## config.mk

```make
export PLATFORM = sky130hd
export DESIGN_NAME = instruction_fetch_register
export DESIGN_NICKNAME = d
export VERILOG_FILES = /design/src/rtl/instruction_fetch_register.sv
export SDC_FILE = /design/constraint.sdc
export NUM_CORES = 1
export LEC_CHECK = 0
export CELL_PAD_IN_SITES_DETAIL_PLACEMENT = 1
export CELL_PAD_IN_SITES_GLOBAL_PLACEMENT = 1
export CORE_MARGIN = 4
export CORE_UTILIZATION = 32
export CTS_CLUSTER_SIZE = 28
export DETAILED_ROUTE_END_ITERATION = 16
export HOLD_SLACK_MARGIN = 0.12
export PLACE_DENSITY = 0.84
export SYNTH_ARGS = -nofsm -noshare
export SYNTH_HDL_FRONTEND = slang
export SYNTH_SLANG_ARGS = --single-unit
```

## constraint.sdc

```tcl
create_clock -name clk -period 5.2 [get_ports clk]
set_input_delay 1.04 -clock clk [delete_from_list [all_inputs] [get_ports clk]]
set_output_delay 1.04 -clock clk [all_outputs]
set_load 0.005 [all_outputs]
```

## src/rtl/instruction_fetch_register.sv

```systemverilog
// Fetch stage of the 16-bit multicycle TSC CPU: issues a word read, waits for
// the memory ready handshake and latches the returned word into the IR.
module instruction_fetch_register #(
    parameter int WORD_SIZE = 16,
    parameter int TIMEOUT   = 64
) (
    input  logic                 clk,
    input  logic                 reset,
    input  logic                 fetch_req,
    input  logic                 flush,
    input  logic [WORD_SIZE-1:0] pc,
    output logic [WORD_SIZE-1:0] address,
    output logic                 readM,
    input  logic [WORD_SIZE-1:0] data,
    input  logic                 inputReady,
    output logic [WORD_SIZE-1:0] instruction,
    output logic                 ir_valid,
    output logic [3:0]           opcode,
    output logic [1:0]           rs,
    output logic [1:0]           rt,
    output logic [1:0]           rd,
    output logic [5:0]           func,
    output logic [7:0]           imm,
    output logic [11:0]          target_address,
    output logic                 fetch_busy,
    output logic                 fetch_error,
    output logic [WORD_SIZE-1:0] num_inst
);

    // state | meaning
    // IDLE  | no fetch outstanding; IR holds the last completed fetch
    // REQ   | read strobe driven, waiting for inputReady / flush / timeout
    typedef enum logic {IDLE, REQ} state_t;

    localparam int CNT_W = $clog2(TIMEOUT) + 1;
    localparam logic [CNT_W-1:0] TC = CNT_W'((TIMEOUT == 0) ? 0 : TIMEOUT - 1);

    state_t           state, state_next;
    logic [CNT_W-1:0] wait_cnt;
    logic             timeout_hit;

    assign timeout_hit = (TIMEOUT != 0) && (wait_cnt == TC);

    always_ff @(posedge clk or posedge reset) begin
        if (reset) state <= IDLE;
        else       state <= state_next;
    end

    always_comb begin
        state_next = state;
        case (state)
            IDLE: if (fetch_req) state_next = REQ;
            REQ:  if (flush || inputReady || timeout_hit) state_next = IDLE;
            default: state_next = IDLE;
        endcase
    end

    // Flush wins over a simultaneous inputReady; ready wins over the timeout.
    always_ff @(posedge clk or posedge reset) begin
        if (reset) begin
            address     <= '0;
            readM       <= 1'b0;
            instruction <= '0;
            ir_valid    <= 1'b0;
            fetch_error <= 1'b0;
            num_inst    <= '0;
            wait_cnt    <= '0;
        end else begin
            case (state)
                IDLE: begin
                    if (fetch_req) begin
                        address     <= pc;
                        readM       <= 1'b1;
                        ir_valid    <= 1'b0;
                        fetch_error <= 1'b0;
                        wait_cnt    <= '0;
                    end else if (flush) begin
                        ir_valid <= 1'b0;
                    end
                end
                REQ: begin
                    if (flush) begin
                        readM <= 1'b0;
                    end else if (inputReady) begin
                        instruction <= data;
                        ir_valid    <= 1'b1;
                        readM       <= 1'b0;
                        num_inst    <= num_inst + 1'b1;
                    end else if (timeout_hit) begin
                        readM       <= 1'b0;
                        fetch_error <= 1'b1;
                    end else if (TIMEOUT != 0) begin
                        wait_cnt <= wait_cnt + 1'b1;
                    end
                end
                default: readM <= 1'b0;
            endcase
        end
    end

    assign fetch_busy     = (state == REQ);
    assign opcode         = instruction[15:12];
    assign rs             = instruction[11:10];
    assign rt             = instruction[9:8];
    assign rd             = instruction[7:6];
    assign func           = instruction[5:0];
    assign imm            = instruction[7:0];
    assign target_address = instruction[11:0];

endmodule

```

==> metrics.txt, run 1 <==
antenna cell count 0; sequential share of power 42.2%; final worst path period share 50.9%; global router's overall resource usage 15.4%; die width 101 um; global placement routability congestion 0.731; portion of synthesized cell area occupied by the leading cell type 53.9%; layout overhead on the synthesized area 46.9%; Starting Density 33.2%; number of unique standard cell types used by synthesis 35; largest net degree at the start of global routing 60; CTS HTree Levels 3; placement-stage worst setup slack 2.20 ns; kind of start point of the critical path primary input; post-CTS sizing 0; gr ovfl total 0; Worst Setup End Kind register; total I/O pin count 125; iteration count of the initial detailed-routing pass 4; final worst clock skew 0.00466 ns; fin worst setup slack 2.56 ns; power consumption 1.45 mW; largest voltage drop on the vdd net 0.181 mV; pin slew with the least headroom to its limit 0.752 ns; TritonCTS buffer count 9; global-route wire length before repair 12400 um; Final HPWL DP 5760 um; DRC violation total after the first TritonRoute iteration 42; tightest slew margin relative to the limit 49.9%; vias per cell 4.66; via count of the first global-routing pass 2459; total negative setup slack 0 ns; critical path peak fanout 19; proportion of power drawn by the clock network 28.2%; sequential fraction of the synthesis area 53.9%; count of yosys warnings during synthesis 0; Setup Crit Path Kind primary input to register; maximum buffer depth of the clock tree 2; Mapped Avg Cell Area 9.58 um2; Netlist Area Pre-Place 0.00274 mm2; clock insertion delay at the later pin of the skew report 0.32 ns; maximum capacitance violations 0; number of hold-slack violations in the final timing report 0; std cell rows 33; floorplan core area 0.00826 mm2; Achievable Freq 378 MHz; status completed; Mapped Nets 325; cell count after synthesis 286; fraction of layout instances using a drive strength above 1 7.51%; internal power consumption 1.04 mW; Slew Viols, Final 0; die area 0.0101 mm2; part of the power in combinational logic 29.6%; leakage power summed over all cells 1.86 nW; number of filler instances in the final layout 924; final layout net count 420; class of the worst hold path register to register; Critical Path RT 5.44 ns; ANT nets after route 0; Net Switching 0.402 mW; total of hold buffers inserted after clock tree synthesis 0; power density cells 359 mW/mm2; ranking of synthesized cells by area sky130_fd_sc_hd__dfrtp_1, sky130_fd_sc_hd__nand2_1, sky130_fd_sc_hd__buf_4; TritonCTS clock tree done; root buffer cell sky130_fd_sc_hd__clkbuf_8; Setup Fix Bufs, Post-CTS 0; # DRC 0; Sw Share 27.8%; wire length per cell 15.3 um; number of synthesized register bits 59; RSZ-0062 raised after global routing false; TritonCTS sink count 59; clock transition at the register clock pins on the worst setup and hold paths after CTS 0.07 ns; time the final worst path needs with I/O delays and setup 2.64 ns; vertical die dimension 101 um; antenna violations before repair 0; largest area contributor in the synthesized netlist sky130_fd_sc_hd__dfrtp_1; # port buffers 124; Final Setup Violations 0; WL final 7510 um; Crit path arrival time 2.89 ns; detailed-route via count 2289
layer usage:
metal | GRT usage [%] | wire, um
met5 | 0 | 0
met4 | 4.35 | 59
met3 | 4.91 | 621
met2 | 27.0 | 3790
met1 | 18.1 | 3040
layout by cell type (no fill, tap or decap), drive strengths merged, types with 3 or more instances in the layout:
master         count
and3               3
clkdlybuf4s50    124
clkbuf            11
nor3               4
nor2              10
o21ai              3
dfrtp             59
clkinv             4
inv                5
xor2               6
nand3              8
xnor2             10
nand2            111
nand4              3
a31oi              3
synthesized netlist by cell type (all sizes together):
cell type and number:
dfrtp 59, and4 1, a221o 1, nand2 111, mux2 1, nor3 4
nor2b 2, xor2 6, o21ai 3, nand2b 2, xnor2 10, and4b 1
a31oi 3, nor3b 1, nor4 1, and2b 1, nand4 3, clkinv 1
inv 5, clkbuf 2, nand3 8, a21oi 2, nor2 10, buf 40
and3 3, a22o 1, o31a 1, ha 2, nand3b 1
through the flow:
stage / instances / area (um2) / utilization, % / hold WS (ns)
floorplan: 286 / 2740 / - / 0.465
CTS: 491 / 4030 / 48.7 / 0.483
finish: 491 / 4030 / 48.7 / 0.476
global route: 491 / 4030 / 48.7 / 0.505
global placement: 475 / 3830 / 46.4 / 0.457
detailed placement: 475 / 3830 / 46.4 / 0.467
power by group through the flow:
| stage | combinational (mW) | clock, mW | sequential (mW) |
|---|---|---|---|
| final | 0.428 | 0.408 | 0.611 |
| after detailed placement | 0.436 | 0 | 0.620 |
| after global placement | 0.420 | 0 | 0.612 |
| after global routing | 0.468 | 0.443 | 0.622 |
| after floorplan | 0.190 | 0 | 0.607 |
| after CTS | 0.439 | 0.419 | 0.613 |
worst max-delay path, cell delays in order:
cell and delay [ns]:
sky130_fd_sc_hd__clkdlybuf4s50_1 0.56, sky130_fd_sc_hd__nand3b_2 0.40, sky130_fd_sc_hd__clkinv_1 0.53, sky130_fd_sc_hd__nand2_1 0.22, sky130_fd_sc_hd__xnor2_1 0.13
path summary, 6_finish.rpt:
path | start | end | slack (ns) | depth (start not counted)
max | flush | num_inst[2] | 2.56 | 5
min | address[14] | address[14] | 0.48 | 2
max reg2reg | fetch_busy | num_inst[2] | 3.36 | 4
min reg2reg | address[14] | address[14] | 0.48 | 2
max in group asynchronous | reset | wait_cnt[0] | 3.46 | 3
min in group asynchronous | reset | num_inst[7] | 1.24 | 3
cells by family (layout without fill, tap and decap cells):
logic type                 after synthesis  count (layout)  synth area share, %
AOI/OAI and AO/OA                       11              11                 2.92
xor gates and xnor gates                16              16                 5.11
adders and majority gates                2               2                0.913
buffers and inverters                   48             148                 11.6
DFF                                     59              59                 53.9
muxes                                    1               1                0.411
and+or+nand+nor                        149             149                 25.1
state kept, by name, summed over array words and instances (netlist names):
name and cells:
address 16, instruction 16, num_inst 16, wait_cnt 7
fetch_busy 1, fetch_error 1, ir_valid 1, readM 1
final cells by class:
cell class              count  area [um2]  area share [%]
clock buffers              11         141            3.51
clock inverters             5        52.6            1.31
inverters                   6        22.5           0.560
well taps                 105         131            3.26
flip-flops and latches     59        1480            36.7
multi-input cells         179         945            23.5
repair buffers            126        1260            31.2
No activity file was read; power rests on OpenSTA's default activity.
==> run 2, diff against run 1 <==
- CORE_UTILIZATION: 32 -> 30
- PLACE_DENSITY: 0.84 -> 0.8
- clock period: 5.2 -> 2.7 ns (I/O delays scaled with it)
==> run 2 against run 1 <==
- largest power group unchanged
- clock skew rose by 0.012 ns
- register-to-register slack got worse by 2.4 ns
- final area rose by 1.3%
- core utilization fell by 2.4 points
- sequential share of layout area fell by 0.48 points
- sequential power rose by 91%
- routed wire length rose by 1.1%
- critical endpoint is now fetch_busy
==> metrics.txt, run 2 (synthesis results as in run 1) <==
status completed (unchanged); global-route wire length before repair 12800 um (was 12400 um); # DRC 0 (unchanged); tightest slew margin relative to the limit 51.3% (was 49.9%); worst hold stages 2 (unchanged); root buffer cell sky130_fd_sc_hd__clkbuf_8 (unchanged); largest voltage drop on the vdd net 0.261 mV (was 0.181 mV); final worst path period share 73.7%; cell area after placement 0.00385 mm2 (was 0.00383 mm2); clock transition at the register clock pins on the worst setup and hold paths after CTS 0.07 ns (about the same); most frequent standard cell in the layout excluding fill and tap cells sky130_fd_sc_hd__clkdlybuf4s50_1 (unchanged); internal power consumption 2.09 mW (was 1.04 mW); series of cell instances along the critical path clkdlybuf4s50_1 (was clkdlybuf4s50_1 -> nand3b_2 -> clkinv_1 -> nand2_1 -> xnor2_1); fraction of layout instances using a drive strength above 1 8.01% (was 7.51%); final layout net count 421 (was 420); top library cells by usage in the layout, fill and taps aside sky130_fd_sc_hd__clkdlybuf4s50_1, sky130_fd_sc_hd__nand2_1, sky130_fd_sc_hd__dfrtp_1, sky130_fd_sc_hd__xnor2_1 (was sky130_fd_sc_hd__clkdlybuf4s50_1, sky130_fd_sc_hd__nand2_1, sky130_fd_sc_hd__dfrtp_1, sky130_fd_sc_hd__xnor2_1, sky130_fd_sc_hd__clkbuf_8); slowest cell on the critical path sky130_fd_sc_hd__clkdlybuf4s50_1 (unchanged); antenna violations before repair 0 (unchanged); Post-Route Utilization 46.3% (was 48.7%); Net Switching 0.812 mW (was 0.402 mW); Achievable Freq 503 MHz; largest net degree at the start of global routing 33 (was 60); Crit path arrival time 1.45 ns (was 2.89 ns); post-CTS sizing 0 (unchanged); critical path peak fanout 8 (was 19); clock insertion delay at the later pin of the skew report 0.34 ns (was 0.32 ns); kind of start point of the critical path register (was primary input); TritonCTS buffer count 9 (unchanged); # port buffers 124 (unchanged); Starting Density 31.1% (was 33.2%); wire length per cell 15.3 um (about the same); hold_sp address[2] (was address[14]); WL final 7590 um (was 7510 um); Final Setup Violations 0 (unchanged); fin worst setup slack 0.710 ns (was 2.56 ns); Worst Hold Endpoint address[2] (was address[14]); Setup Crit Path Kind register to output pin (was primary input to register); gr ovfl total 0 (unchanged); part of the power in combinational logic 28.3% (was 29.6%); final worst clock skew 0.0164 ns (was 0.00466 ns); Worst R2R Start fetch_busy (unchanged); TritonCTS clock tree done (unchanged); largest incremental delay on the critical path 0.58 ns (was 0.56 ns); TritonCTS sink count 59 (unchanged); CTS HTree Levels 3 (unchanged); ANT nets after route 0 (unchanged); total negative setup slack 0 ns (unchanged); power density cells 712 mW/mm2 (was 359 mW/mm2); post-route design area 0.00408 mm2 (was 0.00403 mm2); vertical die dimension 104 um (was 101 um); Setup Fix Bufs, Post-CTS 0 (unchanged); global router's overall resource usage 14.7% (was 15.4%); proportion of power drawn by the clock network 31.3% (was 28.2%); global placement routability congestion 0.737 (was 0.731); time the final worst path needs with I/O delays and setup 1.99 ns; leakage power summed over all cells 1.88 nW (was 1.86 nW); floorplan core area 0.00881 mm2 (was 0.00826 mm2); capturing point of the worst reg2reg path wait_cnt[5] (was num_inst[2]); sequential share of power 40.3% (was 42.2%); maximum capacitance violations 0 (unchanged); kind of cell with the highest combined delay on the critical path buffers and inverters (unchanged); std cell rows 34 (was 33); Critical Path RT 2.16 ns (was 5.44 ns); Final HPWL DP 5680 um (was 5760 um); maximum buffer depth of the clock tree 2 (unchanged); antenna cell count 0 (unchanged); Worst Path Buf+Inv 1 (was 2); class of the worst hold path register to register (unchanged); Slew Viols, Final 0 (unchanged); power consumption 2.90 mW (was 1.45 mW); Sw Share 28.0% (was 27.8%); layout overhead on the synthesized area 48.9% (was 46.9%); largest registers ranked by flip-flop count address (16), instruction (16), num_inst (16) (unchanged); vias per cell 4.54 (was 4.66); register-to-register setup slack 0.96 ns (was 3.36 ns); iteration count of the initial detailed-routing pass 3 (was 4); die width 104 um (was 101 um); total of hold buffers inserted after clock tree synthesis 0 (unchanged); RSZ-0062 raised after global routing false (unchanged); Worst Setup End Kind output pin (was register); via count of the first global-routing pass 2521 (was 2459); DRC violation total after the first TritonRoute iteration 71 (was 42); number of hold-slack violations in the final timing report 0 (unchanged); placement-stage worst setup slack 0.441 ns (was 2.20 ns); number of cells traversed by the worst register-to-register path 4 (unchanged); total I/O pin count 125 (unchanged); detailed-route via count 2248 (was 2289); die area 0.0107 mm2 (was 0.0101 mm2); pin slew with the least headroom to its limit 0.730 ns (was 0.752 ns); Critical path origin fetch_busy (was flush)
run 2: changes by cell type in the layout (fill, tap and decap cells not counted):
cell	delta
sky130_fd_sc_hd__buf_12	+1
sky130_fd_sc_hd__clkinv_2	-2
sky130_fd_sc_hd__clkbuf_8	-1
sky130_fd_sc_hd__clkinv_4	+3
sky130_fd_sc_hd__clkbuf_1	-1
sky130_fd_sc_hd__inv_6	+1
sky130_fd_sc_hd__bufinv_16	+1
sky130_fd_sc_hd__clkinvlp_4	-1
run 2: stage by stage:
stage,cells,hold WS (ns)
2_1_floorplan,286,0.465
3_3_place_gp,479,0.456
3_5_place_dp,479,0.468
4_1_cts,495,0.482
5_1_grt,495,0.493
6_report,495,0.480
run 2: how the worst max path moves through the flow:
stage | endpoint | slack, ns | cells after the start
2_1_floorplan | address[0] | 0.70 | 1
3_3_place_gp | wait_cnt[5] | 0.54 | 5
3_5_place_dp | wait_cnt[5] | 0.44 | 5
4_1_cts | fetch_busy | 0.69 | 1
5_1_grt | fetch_busy | 0.64 | 1
6_report | fetch_busy | 0.71 | 1
run 2: metal layers:
layer  track usage, %  part of all wire (%)  wire length [um]
met1             16.7                    42              3170
met5                0                     0                 0
met3             6.34                   9.1               694
met2             24.6                    48              3620
met4             5.22                   1.4               110
run 2: layout make-up:
class                      instances  area (um2)
clock buffer                       9         124
multi-input combinational        179         945
tap                              108         135
fill                            1002        4730
inverter                           6        22.5
sequential                        59        1480
clock inverter                     7         100
timing repair buffer             127        1280
run 2: worst reg2reg max path, cell delays in order, from the launching register on:
cell                      delay [ns]
sky130_fd_sc_hd__dfrtp_1        0.53
sky130_fd_sc_hd__nor3b_4        0.39
sky130_fd_sc_hd__o31a_4         0.26
sky130_fd_sc_hd__nor2_4         0.05
sky130_fd_sc_hd__a221o_1        0.38
run 2: power by group through the flow:
| stage | clock [mW] | combinational [mW] | sequential (mW) |
|---|---|---|---|
| 3_5_place_dp | 0 | 0.834 | 1.19 |
| 3_3_place_gp | 0 | 0.813 | 1.18 |
| 5_1_grt | 0.985 | 0.895 | 1.20 |
| 6_report | 0.910 | 0.823 | 1.17 |
| 4_1_cts | 0.938 | 0.840 | 1.18 |
| 2_1_floorplan | 0 | 0.365 | 1.17 |
